### config.mk
export PLATFORM = sky130hd
export DESIGN_NAME = lapido_multicycle_control
export DESIGN_NICKNAME = d
export VERILOG_FILES = /design/src/rtl/lapido_multicycle_control.sv
export SDC_FILE = /design/constraint.sdc
export NUM_CORES = 1
export LEC_CHECK = 0
export CAP_MARGIN = 30
export CORE_MARGIN = 2
export CORE_UTILIZATION = 39
export CTS_CLUSTER_SIZE = 20
export DETAILED_ROUTE_END_ITERATION = 8
export PLACE_DENSITY = 0.83
export SYNTH_ARGS = -nofsm -noshare
export SYNTH_HDL_FRONTEND = slang
export SYNTH_SLANG_ARGS = --single-unit
export TNS_END_PERCENT = 10
### constraint.sdc
create_clock -name clock -period 2.2 [get_ports clock]
set_clock_uncertainty 0.1 [all_clocks]
set_input_delay 0.44 -clock clock [delete_from_list [all_inputs] [get_ports clock]]
set_output_delay 0.44 -clock clock [all_outputs]
set_load 0.005 [all_outputs]
### src/rtl/lapido_multicycle_control.sv
// lapido_multicycle_control: multi-cycle FETCH/DECODE/EXECUTE/MEMORY/WRITEBACK
// control FSM for the Lapido datapath. Memory strobes are active-low.
// Optional feature: define LAPIDO_CTRL_ILLEGAL_TRAP_EN to trap unknown
// instruction classes in a HALT state (illegal=1) instead of treating them as NOPs.
module lapido_multicycle_control #(
    parameter int INSTR_WIDTH     = 32,
    parameter int ALUOP_WIDTH     = 5,
    parameter int MEM_WAIT_CYCLES = 0
) (
    input  logic                   clock,
    input  logic                   reset,
    input  logic [INSTR_WIDTH-1:0] instruction,
    output logic                   branch,
    output logic                   memRead,
    output logic                   memWrite,
    output logic                   memToReg,
    output logic [ALUOP_WIDTH-1:0] ALUOp,
    output logic                   ALUSrc,
    output logic                   regWrite,
    output logic                   enablePC,
    output logic                   irWrite,
    output logic                   illegal
);

    localparam logic [2:0] S_FETCH     = 3'd0;
    localparam logic [2:0] S_DECODE    = 3'd1;
    localparam logic [2:0] S_EXECUTE   = 3'd2;
    localparam logic [2:0] S_MEMORY    = 3'd3;
    localparam logic [2:0] S_WRITEBACK = 3'd4;
`ifdef LAPIDO_CTRL_ILLEGAL_TRAP_EN
    localparam logic [2:0] S_HALT      = 3'd5;
`endif

    localparam logic [2:0] CLS_ALU = 3'b001;
    localparam logic [2:0] CLS_MEM = 3'b100;
    localparam logic [2:0] CLS_BR  = 3'b010;

    localparam logic [3:0] WAIT_LAST = 4'(MEM_WAIT_CYCLES);

    logic [2:0] state_q, state_d;
    logic [3:0] cnt_q, cnt_d;
    logic [2:0] cls_q, cls_d;
    logic       ls_q, ls_d;
    logic [4:0] op_q, op_d;

    // Only the class, ls and op fields are decoded; the remaining bits are don't-care.
    logic unused_instr;
    assign unused_instr = ^instruction;

    // Next-state, wait-counter and field-latch logic.
    always_comb begin
        state_d = state_q;
        cnt_d   = '0;
        cls_d   = cls_q;
        ls_d    = ls_q;
        op_d    = op_q;
        case (state_q)
            S_FETCH: begin
                if (cnt_q == WAIT_LAST) state_d = S_DECODE;
                else                    cnt_d   = cnt_q + 4'd1;
            end
            S_DECODE: begin
                cls_d = instruction[INSTR_WIDTH-1 -: 3];
                ls_d  = instruction[INSTR_WIDTH-8];
                op_d  = instruction[INSTR_WIDTH-4 -: 5];
                case (cls_d)
                    CLS_ALU, CLS_MEM, CLS_BR: state_d = S_EXECUTE;
`ifdef LAPIDO_CTRL_ILLEGAL_TRAP_EN
                    default:                  state_d = S_HALT;
`else
                    default:                  state_d = S_FETCH;
`endif
                endcase
            end
            S_EXECUTE: begin
                case (cls_q)
                    CLS_ALU: state_d = S_WRITEBACK;
                    CLS_MEM: state_d = S_MEMORY;
                    default: state_d = S_FETCH;
                endcase
            end
            S_MEMORY: begin
                if (cnt_q == WAIT_LAST) state_d = ls_q ? S_FETCH : S_WRITEBACK;
                else                    cnt_d   = cnt_q + 4'd1;
            end
            S_WRITEBACK: state_d = S_FETCH;
`ifdef LAPIDO_CTRL_ILLEGAL_TRAP_EN
            S_HALT:      state_d = S_HALT;
`endif
            default:     state_d = S_FETCH;
        endcase
    end

    // State registers; reset aborts any in-flight access and clears latched fields.
    always_ff @(posedge clock) begin
        if (reset) begin
            state_q <= S_FETCH;
            cnt_q   <= '0;
            cls_q   <= '0;
            ls_q    <= 1'b0;
            op_q    <= '0;
        end else begin
            state_q <= state_d;
            cnt_q   <= cnt_d;
            cls_q   <= cls_d;
            ls_q    <= ls_d;
            op_q    <= op_d;
        end
    end

    // Moore output decode; outputs held idle while reset is asserted so that
    // the first cycle after reset release is a genuine FETCH with counter 0.
    always_comb begin
        branch   = 1'b0;
        memRead  = 1'b1;
        memWrite = 1'b1;
        memToReg = 1'b0;
        ALUOp    = '0;
        ALUSrc   = 1'b0;
        regWrite = 1'b0;
        enablePC = 1'b0;
        irWrite  = 1'b0;
        illegal  = 1'b0;
        if (!reset) begin
            case (state_q)
                S_FETCH: begin
                    memRead = 1'b0;
                    if (cnt_q == WAIT_LAST) begin
                        irWrite  = 1'b1;
                        enablePC = 1'b1;
                    end
                end
                S_EXECUTE: begin
                    case (cls_q)
                        CLS_ALU: ALUOp[4:0] = op_q;
                        CLS_MEM: ALUSrc     = 1'b1;
                        CLS_BR: begin
                            ALUOp[4:0] = 5'b00001;
                            branch     = 1'b1;
                        end
                        default: ;
                    endcase
                end
                S_MEMORY: begin
                    if (ls_q) memWrite = 1'b0;
                    else      memRead  = 1'b0;
                end
                S_WRITEBACK: begin
                    regWrite = 1'b1;
                    memToReg = (cls_q == CLS_MEM);
                end
`ifdef LAPIDO_CTRL_ILLEGAL_TRAP_EN
                S_HALT: illegal = 1'b1;
`endif
                default: ;
            endcase
        end
    end

endmodule

==> flow_metrics.py <==
metrics = {
    "timing": {
        "finalCritPeriodShare_pct": 98.7,
        "fin_crit_ns": 2.17,
        "tightest_slew_ns": 0.513,
        "rsz0062_at_grt": "yes",
        "setup_viol": 0,
        "whs_ns": 0.388,
        "setup_tns_ns": 0,
        "relSlewSlack_pct": 65.6,
        "max_clock_freq_ghz": 0.460,
        "drv_slew": 0,
        "final_hold_viol_count": 0,
    },
    "clocking": {
        "numCtsBuffers": 3,
        "cts_root_buffer": "clkbuf_4",
        "cts.path.max_buffers": 2,
        "cts_tree": "yes",
        "cts_sinks": 15,
        "cts.clk_slew.worst_paths_ns": 0.08,
        "clk_latency_ns": 0.28,
        "cts.hold.buffers_added": 0,
        "htreeDepth": 1,
    },
    "drt": {
        "routed_wl_um": 1870,
        "postRouteAntennaNets": 0,
        "post_drt_via_cell_ratio": 4.95,
        "routedWlPerCell_um": 12.3,
        "post-route-drc-count": 0,
        "dr.first_iter.drc_count": 9,
        "num_vias": 753,
        "dr.pass1.iters": 4,
    },
    "yosys": {
        "ys_seq_area_share_pct": 36.8,
        "synth_top_area_cell": "dfxtp_1",
        "yosys_warnings": 0,
        "synthAdderAreaFrac_pct": 3.07,
        "yosys.area_share.simple_pct": 33.4,
        "ys_ff_latch": 15,
        "synth_top_cell_area_share_pct": 36.8,
        "synth_area_um2": 816,
        "syn_area_per_cell_um2": 8.68,
        "synth_top_family_by_area": "simple AND/OR/NAND/NOR gates",
        "synthMuxAreaShare_pct": 9.82,
        "postSynthCellCount": 94,
        "synth_cell_types": 29,
        "synth_area_leaders": "dfxtp_1, mux2i_1, nor2_1",
        "synth_xor_xnor_area_share_pct": 4.29,
        "synth_compound_area_share_pct": 5.06,
        "syn_nets": 130,
    },
    "final_layout": {
        "stdcell_count": 152,
        "syn2layout_area_growth_pct": 47.5,
        "final_util_pct": 61.4,
        "diodes": 0,
        "fin_nets": 162,
        "drive_above_1_share_pct": 26.4,
    },
    "critical_path": {
        "reg2reg_depth": 6,
        "path_cells": "clkdlybuf4s15_2 -> nor4b_2 -> and2_1 -> clkdlybuf4s50_1",
        "rr_endpoint": "cnt_q[2]$_SDFF_PP0_",
        "crit_type": "input port to output pin",
        "cp_data_arrival_time_ns": 1.63,
        "slowest_stage": "clkdlybuf4s50_1",
        "critPathCapture": "memToReg",
        "critPathRequiredTime_ns": 1.66,
        "reg2reg_from": "cnt_q[1]$_SDFF_PP0_",
        "rrSetupSlack_ns": 0.55,
        "crit_path_end_kind": "output pin",
        "worst-path-max-fanout": 6,
        "critPathLaunchType": "input port",
        "critPathLaunch": "reset",
        "max_stage_delay_ns": 0.49,
    },
    "hold_path": {
        "hold_class": "flop to flop",
    },
    "floorplanning": {
        "initial_utilization_pct": 41.6,
        "num_rows": 16,
        "die_area_um2": 2470,
        "core_um2": 1960,
        "boundaryPins": 48,
        "die_x_um": 49.7,
        "die_h_um": 49.7,
    },
    "place": {
        "dp.cells": 146,
        "gp_congestion": 0.763,
        "portBuffers": 22,
        "dpl.hpwl_um": 1360,
    },
    "job": {
        "drv_cap": 0,
    },
    "power": {
        "powerDensity_nw_per_um2": 474,
        "ir_worst_vdd_uv": 372,
        "p_leak_nw": 0.594,
    },
    "global_route": {
        "antenna_found_initial": 0,
        "grt_pass1_wl_um": 2830,
        "groute.usage.overall_pct": 15.3,
        "grt_pass1_vias": 659,
        "grt_max_degree": 12,
        "grt_overflow_total": 0,
    },
    "run_status": {
        "status": "finished clean",
    },
}
[placed cells by master, fill, tap and decap left out, types with 3 or more instances in the layout]
cell	n
and2_1	5
dfxtp_4	3
inv_1	3
dlymetal6s2s_1	6
dfxtp_2	4
nor2_1	17
mux2i_1	8
a21oi_1	4
clkbuf_4	3
clkdlybuf4s50_1	13
dfxtp_1	8
nand2_1	4
xor2_1	3
buf_4	11
[repair_timing]
item	in CTS	in global routing
pin swaps	1	2
resized for setup	11	19
setup buffers	0	2
setup endpoints to repair	13	10
[Yosys cell counts]
master and n:
a211oi_1 1, a21oi_1 4, and2_1 5, and3_1 3, buf_2 1, buf_4 4, buf_6 1, conb_1 1
dfxtp_1 15, ha_1 2, inv_1 3, mux2i_1 8, nand2_1 4, nand2b_1 2, nand3_1 2, nand3b_1 1
nand4b_1 1, nor2_1 19, nor2b_1 2, nor3_1 1, nor3b_1 2, nor3b_2 3, nor4b_1 1, o21ai_0 1
o221ai_1 1, or2b_1 1, or4_4 1, xnor2_1 1, xor2_1 3
[registers in the layout, summed over array words and instances (netlist names)]
signal / cells
op_q: 5
cnt_q: 4
cls_q: 3
state_q: 3
[worst min-delay path by stage]
stage / cells after the start / to / from / slack, ns
6_report: 2 / op_q[1]$_SDFFE_PP0N_ / op_q[1]$_SDFFE_PP0N_ / 0.39
5_1_grt: 2 / op_q[1]$_SDFFE_PP0N_ / op_q[1]$_SDFFE_PP0N_ / 0.42
4_1_cts: 1 / cnt_q[0]$_SDFF_PP0_ / cnt_q[0]$_SDFF_PP0_ / 0.34
3_5_place_dp: 1 / cnt_q[0]$_SDFF_PP0_ / cnt_q[0]$_SDFF_PP0_ / 0.37
3_3_place_gp: 1 / cnt_q[0]$_SDFF_PP0_ / cnt_q[0]$_SDFF_PP0_ / 0.34
2_1_floorplan: 1 / cnt_q[0]$_SDFF_PP0_ / cnt_q[0]$_SDFF_PP0_ / 0.33
[metrics by stage]
step | worst slack (ns) | total power [mW] | area (um2)
5_1_grt | -0.0661 | 0.605 | 1200
4_1_cts | -0.0997 | 0.569 | 1130
6_report | 0.0282 | 0.571 | 1200
3_3_place_gp | -0.389 | 0.409 | 1090
2_1_floorplan | 0.566 | 0.371 | 816
3_5_place_dp | -0.404 | 0.414 | 1090
[kinds of logic (layout without fill, tap and decap cells)]
group,count (synthesis),count (layout)
simple gates,48,48
flops,15,15
buf+inv,9,40
mux,8,8
compound gates,7,7
xor+xnor,4,4
fa+ha+maj,2,2
other cells,1,1
[power by group]
part           switching [mW]  internal, mW  total, mW
logic                  0.0464        0.0643      0.111
registers              0.0193         0.285      0.304
clock network          0.0854        0.0705      0.156
total                   0.151         0.420      0.571
[worst max-delay path: cells and delay by family]
kind                   cells  cell delay (ns)
buffers and inverters      2             0.75
and+or+nand+nor            2             0.44
[final cells by class]
| cell class | count | area [um2] |
|---|---|---|
| well taps | 27 | 33.8 |
| multi-input cells | 70 | 499 |
| repair buffers | 33 | 317 |
| fillers | 182 | 758 |
| clock buffers | 4 | 26.3 |
| flip-flops and latches | 15 | 317 |
| inverters | 3 | 11.3 |
[metal layers]
layer / up-vias / GRT usage, % / wire [um]
met4: 0 / 8.33 / 34
met1: 356 / 18.0 / 837
met2: 14 / 26.0 / 942
met3: 5 / 2.73 / 59
li1: 378 / - / -
met5: - / 0 / 0
(Power assumes the default switching activity.)
